## src/rtl/regfile_mp_if.sv

```systemverilog
`default_nettype none
// ============================================================================
//  Module   : regfile_mp_if
//  Purpose  : Write, read and scoreboard-mark bundle for the multi-port
//             register file.
//  Revision : 1.0  initial release
// ============================================================================
interface regfile_mp_if #(
    parameter int DW  = 32,
    parameter int AW  = 5,
    parameter int NRD = 2,
    parameter int NWR = 2
);
    logic [NWR-1:0]    we;
    logic [NWR*AW-1:0] wa;
    logic [NWR*DW-1:0] wd;
    logic [NRD*AW-1:0] ra;
    logic [NRD*DW-1:0] rd;
    logic              mark_en;
    logic [AW-1:0]     mark_addr;
    logic [NRD-1:0]    busy;

    modport master (
        output we, wa, wd, ra, mark_en, mark_addr,
        input  rd, busy
    );

    modport slave (
        input  we, wa, wd, ra, mark_en, mark_addr,
        output rd, busy
    );
endinterface
`default_nettype wire

```

## src/rtl/regfile_mp.sv

```systemverilog
`default_nettype none
// ============================================================================
//  Module   : regfile_mp
//  Purpose  : Parametrised multi-port register file with fixed-priority
//             writes, same-cycle bypass and a pending-write scoreboard.
//  Revision : 1.0  initial release
// ============================================================================
module regfile_mp #(
    parameter int DW       = 32,
    parameter int NREG     = 32,
    parameter int AW       = 5,
    parameter int NRD      = 2,
    parameter int NWR      = 2,
    parameter int BYPASS   = 1,
    parameter int ZERO_REG = 1
) (
    input  wire logic       clk,
    input  wire logic       rst,
    regfile_mp_if.slave     bus
);

    logic [DW-1:0]     r_rf [NREG];
    logic [NREG-1:0]   r_flag;

    logic [AW-1:0]     w_ra [NRD];
    logic [NRD*DW-1:0] w_rd;
    logic [NRD-1:0]    w_busy;

    for (genvar j = 0; j < NRD; j++) begin : g_ra
        assign w_ra[j] = bus.ra[j*AW +: AW];
    end

    // Loops run in ascending port order so the highest enabled port's
    // assignment lands last; the mark is applied after the write-clears so
    // a newer producer's mark overrides a retiring write to the same register.
    always_ff @(posedge clk) begin
        if (rst) begin
            for (int k = 0; k < NREG; k++) begin
                r_rf[k] <= '0;
            end
            r_flag <= '0;
        end else begin
            for (int i = 0; i < NWR; i++) begin
                if (bus.we[i] && !(ZERO_REG != 0 && bus.wa[i*AW +: AW] == '0)) begin
                    r_rf[bus.wa[i*AW +: AW]] <= bus.wd[i*DW +: DW];
                end
            end
            for (int i = 0; i < NWR; i++) begin
                if (bus.we[i]) begin
                    r_flag[bus.wa[i*AW +: AW]] <= 1'b0;
                end
            end
            if (bus.mark_en && !(ZERO_REG != 0 && bus.mark_addr == '0)) begin
                r_flag[bus.mark_addr] <= 1'b1;
            end
        end
    end

    always_comb begin
        w_rd   = '0;
        w_busy = '0;
        for (int j = 0; j < NRD; j++) begin
            w_rd[j*DW +: DW] = r_rf[w_ra[j]];
            w_busy[j]        = r_flag[w_ra[j]];
            if (BYPASS != 0 && !rst) begin
                for (int i = 0; i < NWR; i++) begin
                    if (bus.we[i] && bus.wa[i*AW +: AW] == w_ra[j]) begin
                        w_rd[j*DW +: DW] = bus.wd[i*DW +: DW];
                        w_busy[j]        = 1'b0;
                    end
                end
            end
            if (ZERO_REG != 0 && w_ra[j] == '0) begin
                w_rd[j*DW +: DW] = '0;
                w_busy[j]        = 1'b0;
            end
        end
    end

    assign bus.rd   = w_rd;
    assign bus.busy = w_busy;

endmodule
`default_nettype wire

```

## src/flat_wrapper.sv

```systemverilog
// flat-port wrapper written by rule: the top's interface ports become plain ports
module regfile_mp_flat 
#(
    parameter int DW       = 32,
    parameter int NREG     = 32,
    parameter int AW       = 5,
    parameter int NRD      = 2,
    parameter int NWR      = 2,
    parameter int BYPASS   = 1,
    parameter int ZERO_REG = 1
)
  (clk, rst, bus_we, bus_wa, bus_wd, bus_ra, bus_mark_en, bus_mark_addr, bus_rd, bus_busy);
  regfile_mp_if #(.DW(DW), .AW(AW), .NRD(NRD), .NWR(NWR)) bus_i ();
  input  wire logic clk;
  input  wire logic rst;
  input wire logic [$bits(bus_i.we)-1:0] bus_we;
  input wire logic [$bits(bus_i.wa)-1:0] bus_wa;
  input wire logic [$bits(bus_i.wd)-1:0] bus_wd;
  input wire logic [$bits(bus_i.ra)-1:0] bus_ra;
  input wire logic [$bits(bus_i.mark_en)-1:0] bus_mark_en;
  input wire logic [$bits(bus_i.mark_addr)-1:0] bus_mark_addr;
  output wire logic [$bits(bus_i.rd)-1:0] bus_rd;
  output wire logic [$bits(bus_i.busy)-1:0] bus_busy;
  assign bus_i.we = bus_we;
  assign bus_i.wa = bus_wa;
  assign bus_i.wd = bus_wd;
  assign bus_i.ra = bus_ra;
  assign bus_i.mark_en = bus_mark_en;
  assign bus_i.mark_addr = bus_mark_addr;
  assign bus_rd = bus_i.rd;
  assign bus_busy = bus_i.busy;
  regfile_mp #(.DW(DW), .NREG(NREG), .AW(AW), .NRD(NRD), .NWR(NWR), .BYPASS(BYPASS), .ZERO_REG(ZERO_REG)) u_core (.clk(clk), .rst(rst), .bus(bus_i));
endmodule
```

## config.mk

```make
export PLATFORM = sky130hd
export DESIGN_NAME = regfile_mp_flat
export DESIGN_NICKNAME = d
export VERILOG_FILES = /design/src/rtl/regfile_mp_if.sv /design/src/rtl/regfile_mp.sv /design/src/flat_wrapper.sv
export SDC_FILE = /design/constraint.sdc
export NUM_CORES = 2
export LEC_CHECK = 0
export ABC_CLOCK_PERIOD_IN_PS = 3300
export BUFFER_PORTS_ARGS = -buffer_cell sky130_fd_sc_hd__buf_2
export CELL_PAD_IN_SITES_DETAIL_PLACEMENT = 1
export CELL_PAD_IN_SITES_GLOBAL_PLACEMENT = 2
export CORE_ASPECT_RATIO = 1.2
export CORE_UTILIZATION = 35
export DETAILED_ROUTE_END_ITERATION = 10
export GPL_TIMING_DRIVEN = 0
export PLACE_DENSITY = 0.73
export SLEW_MARGIN = 25
export SYNTH_ARGS = -nofsm -noshare
export SYNTH_HDL_FRONTEND = slang
export SYNTH_SLANG_ARGS = --single-unit
```

## constraint.sdc

```tcl
create_clock -name clk -period 3.3 [get_ports clk]
set_input_delay 0.495 -clock clk [delete_from_list [all_inputs] [get_ports clk]]
set_output_delay 0.495 -clock clk [all_outputs]
set_load 0.005 [all_outputs]
```

### After elaboration in Yosys (flattened, before gate mapping)

Memories as Yosys holds them, arrays and structs flattened.
Cells that the tools add are included.

* bits in registers: 32
* bits in writable memories: 1024
* input bits: 94
* memories kept: 1

* $lt $le $gt $ge: 8
* equal/unequal tests: 4
* multiplexer cells: 45
* bitwise logic cells: 5
* reductions and logical operators: 20

Memory list
* u_core.r_rf: depth 32, width 32, rd ports 2, clocked after memory_dff 0, write ports 32, line regfile_mp.sv:22 `logic [DW-1:0] r_rf [NREG];`

Operators by type and width (count)
* 32-bit 2-to-1 mux: 15
* 32-bit bitwise AND: 2
* 32-bit NOT: 2
* 32-bit OR reduction: 2
* 32-bit bitwise OR: 1
* 5-bit by 6-bit < comparator with 1-bit output (second input constant): 5
* 5-bit zero test: 5
* 1-bit 2-to-1 mux: 23
* 5-bit == test: 4
* 1-bit demux with 5-bit select: 3
* 5-bit by 1-bit greater-or-equal comparator with 1-bit output (second input constant): 3
* 1-bit binary-select mux with 5-bit select: 2
* 1-bit logical AND: 10
* 5-bit 2-to-1 mux: 2
* 1-bit zero test: 3

### Longest topological paths before layout

* depth in word-level cells: 13
* depth in mapped cells: 9
* gate-level depth less buffers: 5

### Least setup slack after synthesis

OpenSTA, ideal clock, no wires.

* path type: input to register
* start point: in bus_wa[5]
* end point: mem u_core.r_rf[27][0], enable pin
* setup time: 0.388 ns
* arrival time: 2.443 ns
* data required time: 2.912 ns
* slack: 0.469 ns
* cell stages on the path: 6
* path buffers: 2
* cells stage by stage: buf_2 -> nor2b_1 -> nand3_1 -> nor2_1 -> clkbuf_1 -> a211o_1

RTL lines
* start, declared: line flat_wrapper.sv:17 `input wire logic [$bits(bus_i.wa)-1:0] bus_wa;`
* end, declared: line regfile_mp.sv:22

### Worst setup path after layout

* start point: in bus_ra[0]
* end point: out bus_rd[0]

* cells in the longest elaborated chain, start to end: 6
* elaborated cells between the ends (all ways): 10

RTL lines
* start, declared: line flat_wrapper.sv:19 `input wire logic [$bits(bus_i.ra)-1:0] bus_ra;`
* branches (longest 5 deep; another with memory 32 x 32 bit)
* 32-bit 2-to-1 mux (*): line regfile_mp.sv:73 `if (ZERO_REG != 0 && w_ra[j] == '0) begin`
* end, declared: line flat_wrapper.sv:22 `output wire logic [$bits(bus_i.rd)-1:0] bus_rd;`

Mark *: on every way between the ends.

==> metrics <==
Worst-path clk slew=0.06 ns; Data arrival, critical path=2.87 ns; final number of hold-violating endpoints=0; IO Port Bufs=140; post-synthesis register bit count=1056; top cell type's share of synthesized area=47.7%; remaining global-route overflow=0; clock sinks=1056; number of global-route vias before repair=55100; Die X=394 µm; Final Slew Violations=0; status=finished, violations left; Synth Flop Type=edfxtp_1; fin worst setup slack=-0.0688 ns; Starting Density=35.2%; number of synthesized flops with an enable pin=1024; DR pass1 iterations=6; maximum vdd drop=0.433 mV; clock buffer depth=3; most frequent cells in the layout=edfxtp_1 (1024), a22o_1 (992), mux2_2 (451), clkbuf_1 (349), mux4_2 (272); clock skew=0 ns; Setup TNS=-0.677 ns; syn_area_per_cell=13.1 µm²; WL final=345000 µm; CP max FO=10; first-pass GRT wire length=461000 µm; DR WL/cell=44.3 µm; cell count of the worst reg-to-reg path=2; htree depth=3; Worst R2R End=u_core.r_flag[0]$_SDFF_PP0_; initial antenna violation count=26; Post-DP HPWL=255000 µm; Initial DRC Count=7416; CP Capture Type=output port; clock root buffer=clkbuf_16; top post-synthesis cells by area=edfxtp_1 (48%), a22o_1 (13%), mux4_2 (9.5%), mux2_2 (7.9%), clkbuf_1 (2.4%); register area share after synthesis=48.7%; Tcrit/Tclk final=102%; post-route ant nets=0; # setup viols final=27; cts bufs inserted=115; post-synth cell types=58; DR vias=55000; beginning of the worst hold path=bus_mark_addr[2]; Worst Tran Pin Value=1.19 ns; Final nets=5354; failing checks=setup timing; area of the multi-input gates=33000 µm²; num rows=172; Worst-Skew Late Latency=0.80 ns; DRC=0; Critical Path RT=2.80 ns; share of layout cells above drive strength 1=36.7%; Tot GR Track Use=36.0%; Reg2Reg Setup Slack=2.55 ns; RSZ-0062 raised after global routing=yes; Syn Inst Count=4908; Fmax achieved=297 MHz; die footprint=186000 µm²; worst hold-check path type=in2reg; Pwr Density=473 nW/µm²; CP Class=in2out; pin count of the biggest net entering global routing=33; Core Box Area=183000 µm²; Area after DPL=69200 µm²; startpoint types=input pin; Synth warnings=0; register area=31400 µm²; Post-synth ARST share=0%; Slew Limit Headroom=20.3%; Synth Cell Area=64500 µm²; Layout fillers=18600; Die Y=472 µm; Synth area leader=edfxtp_1; Leak=0.0261 µW; count of max-cap constraint violations=0; Worst Hold End=u_core.r_flag[18]$_SDFF_PP0_; Syn-to-layout area delta=20.5%; fin area=77700 µm²; via/cell ratio=7.05; minimum clock period=3.37 ns; Cells on Worst Hold Path=4; global placement routability congestion=1.03; Worst R2R Start=u_core.r_flag[0]$_SDFF_PP0_; CTS tree=yes; Ports=160; commonest non-fill, non-tap cell in the layout=edfxtp_1
[critical path: stages]
cell and delay (ns):
buf_6 0.17, buf_12 0.20, nand2b_4 0.21, buf_12 0.19, clkbuf_16 0.23, o22ai_1 0.14, nor2_4 0.24, a2111oi_2 0.11
a211oi_2 0.60, buf_2 0.23
[cell families after synthesis]
family                 Yosys count  synth area share (%)
buffers and inverters          704                  5.02
AO/OA/AOI/OAI                 1669                  21.8
multiplexers                   850                  19.3
XOR/XNOR                        20                 0.272
flip-flops                    1056                  48.7
other                            1               0.00581
AND/OR/NAND/NOR                608                  4.91
[layout make-up]
class | count | share of cell area [%]
clock buffer | 154 | 4.08
tap | 2436 | 3.92
antenna | 8 | 0.0258
multi-input combinational | 3179 | 42.5
clock inverter | 61 | 0.827
buffer | 702 | 6.22
sequential | 1056 | 40.4
inverter | 2 | 0.00966
timing repair buffer | 204 | 2.07
[metal layers]
metal / share of wire [%] / vias up / routed length (µm) / GRT usage [%]
li1: - / 20900 / - / -
met1: 36 / 28600 / 123000 / 43.4
met2: 44 / 4282 / 152000 / 54.9
met3: 13 / 1144 / 43400 / 11.5
met4: 7.7 / 22 / 26700 / 24.3
met5: 0.041 / - / 141 / 0
[per-stage QoR]
| step | worst slack, ns | total power [µW] | instances | util [%] | hold WS [ns] |
|---|---|---|---|---|---|
| CTS | -0.00661 | 36100 | 7779 | 41.9 | 0.110 |
| floorplan | 0.469 | 19200 | 4939 | - | 0.444 |
| global route | -0.0436 | 37200 | 7796 | 42.4 | 0.143 |
| global placement | -2.32 | 21800 | 7515 | 37.3 | 0.472 |
| detailed placement | -1.79 | 22100 | 7545 | 37.8 | 0.477 |
| finish | -0.0688 | 36800 | 7802 | 42.4 | 0.127 |
[flip-flops by register name, summed over array words and instances, names as in the netlist]
| signal | count |
|---|---|
| u_core.r_flag | 32 |
| u_core.r_rf | 1024 |
[where the power goes]
group / internal, µW / total [µW] / switching [µW] / leakage, µW
Clock: 7660 / 13700 / 6020 / 0.00186
Sequential: 15500 / 15900 / 422 / 0.0100
Combinational: 2570 / 7190 / 4620 / 0.0142
Total: 25700 / 36800 / 11100 / 0.0261
[how the worst max path moves through the flow]
stage | start | endpoint | cells past startpoint
6_report | bus_ra[0] | bus_rd[0] | 10
5_1_grt | u_core.r_rf[26][17]$_DFFE_PP_ | bus_rd[49] | 6
4_1_cts | bus_ra[2] | bus_rd[22] | 10
3_5_place_dp | bus_ra[1] | bus_rd[22] | 9
3_3_place_gp | bus_ra[4] | bus_rd[22] | 8
2_1_floorplan | bus_wa[5] | u_core.r_rf[27][0]$_DFFE_PP_ | 6
[timing repair]
item	4_1_cts	5_1_grt
cloned	2	1
resized for setup	871	222
setup buffers	17	14
pin swaps	86	90
setup endpoints to repair	66	85
hold buffers	0	0
[synth_stat cells, types with 3 or more instances]
| master | count |
|---|---|
| nor3_2 | 13 |
| nand3b_1 | 3 |
| nand3_1 | 9 |
| buf_2 | 223 |
| nor4_2 | 5 |
| nor3_1 | 83 |
| a21boi_0 | 64 |
| or3b_2 | 4 |
| nand2b_1 | 14 |
| nor4_1 | 6 |
| buf_4 | 22 |
| buf_1 | 17 |
| o21ai_0 | 65 |
| o22ai_1 | 193 |
| clkbuf_1 | 409 |
| a211o_1 | 27 |
| nor2b_1 | 72 |
| and3_1 | 70 |
| edfxtp_1 | 1024 |
| dfxtp_1 | 32 |
| a211oi_1 | 121 |
| mux2i_1 | 126 |
| a22o_1 | 992 |
| nand2_1 | 20 |
| mux4_2 | 272 |
| nor3b_1 | 3 |
| a22oi_1 | 53 |
| xor2_1 | 16 |
| and3b_1 | 4 |
| a211oi_2 | 10 |
| a21oi_1 | 7 |
| a2111oi_0 | 50 |
| mux2_2 | 452 |
| nor2_1 | 263 |
| buf_6 | 31 |
| xnor2_1 | 4 |
| and2_1 | 7 |
| a2111oi_1 | 9 |
| a2111oi_2 | 67 |
| a32oi_1 | 6 |
| or2_2 | 3 |
| nor3_4 | 6 |
| nor2_2 | 13 |
(Power assumes the default switching activity.)
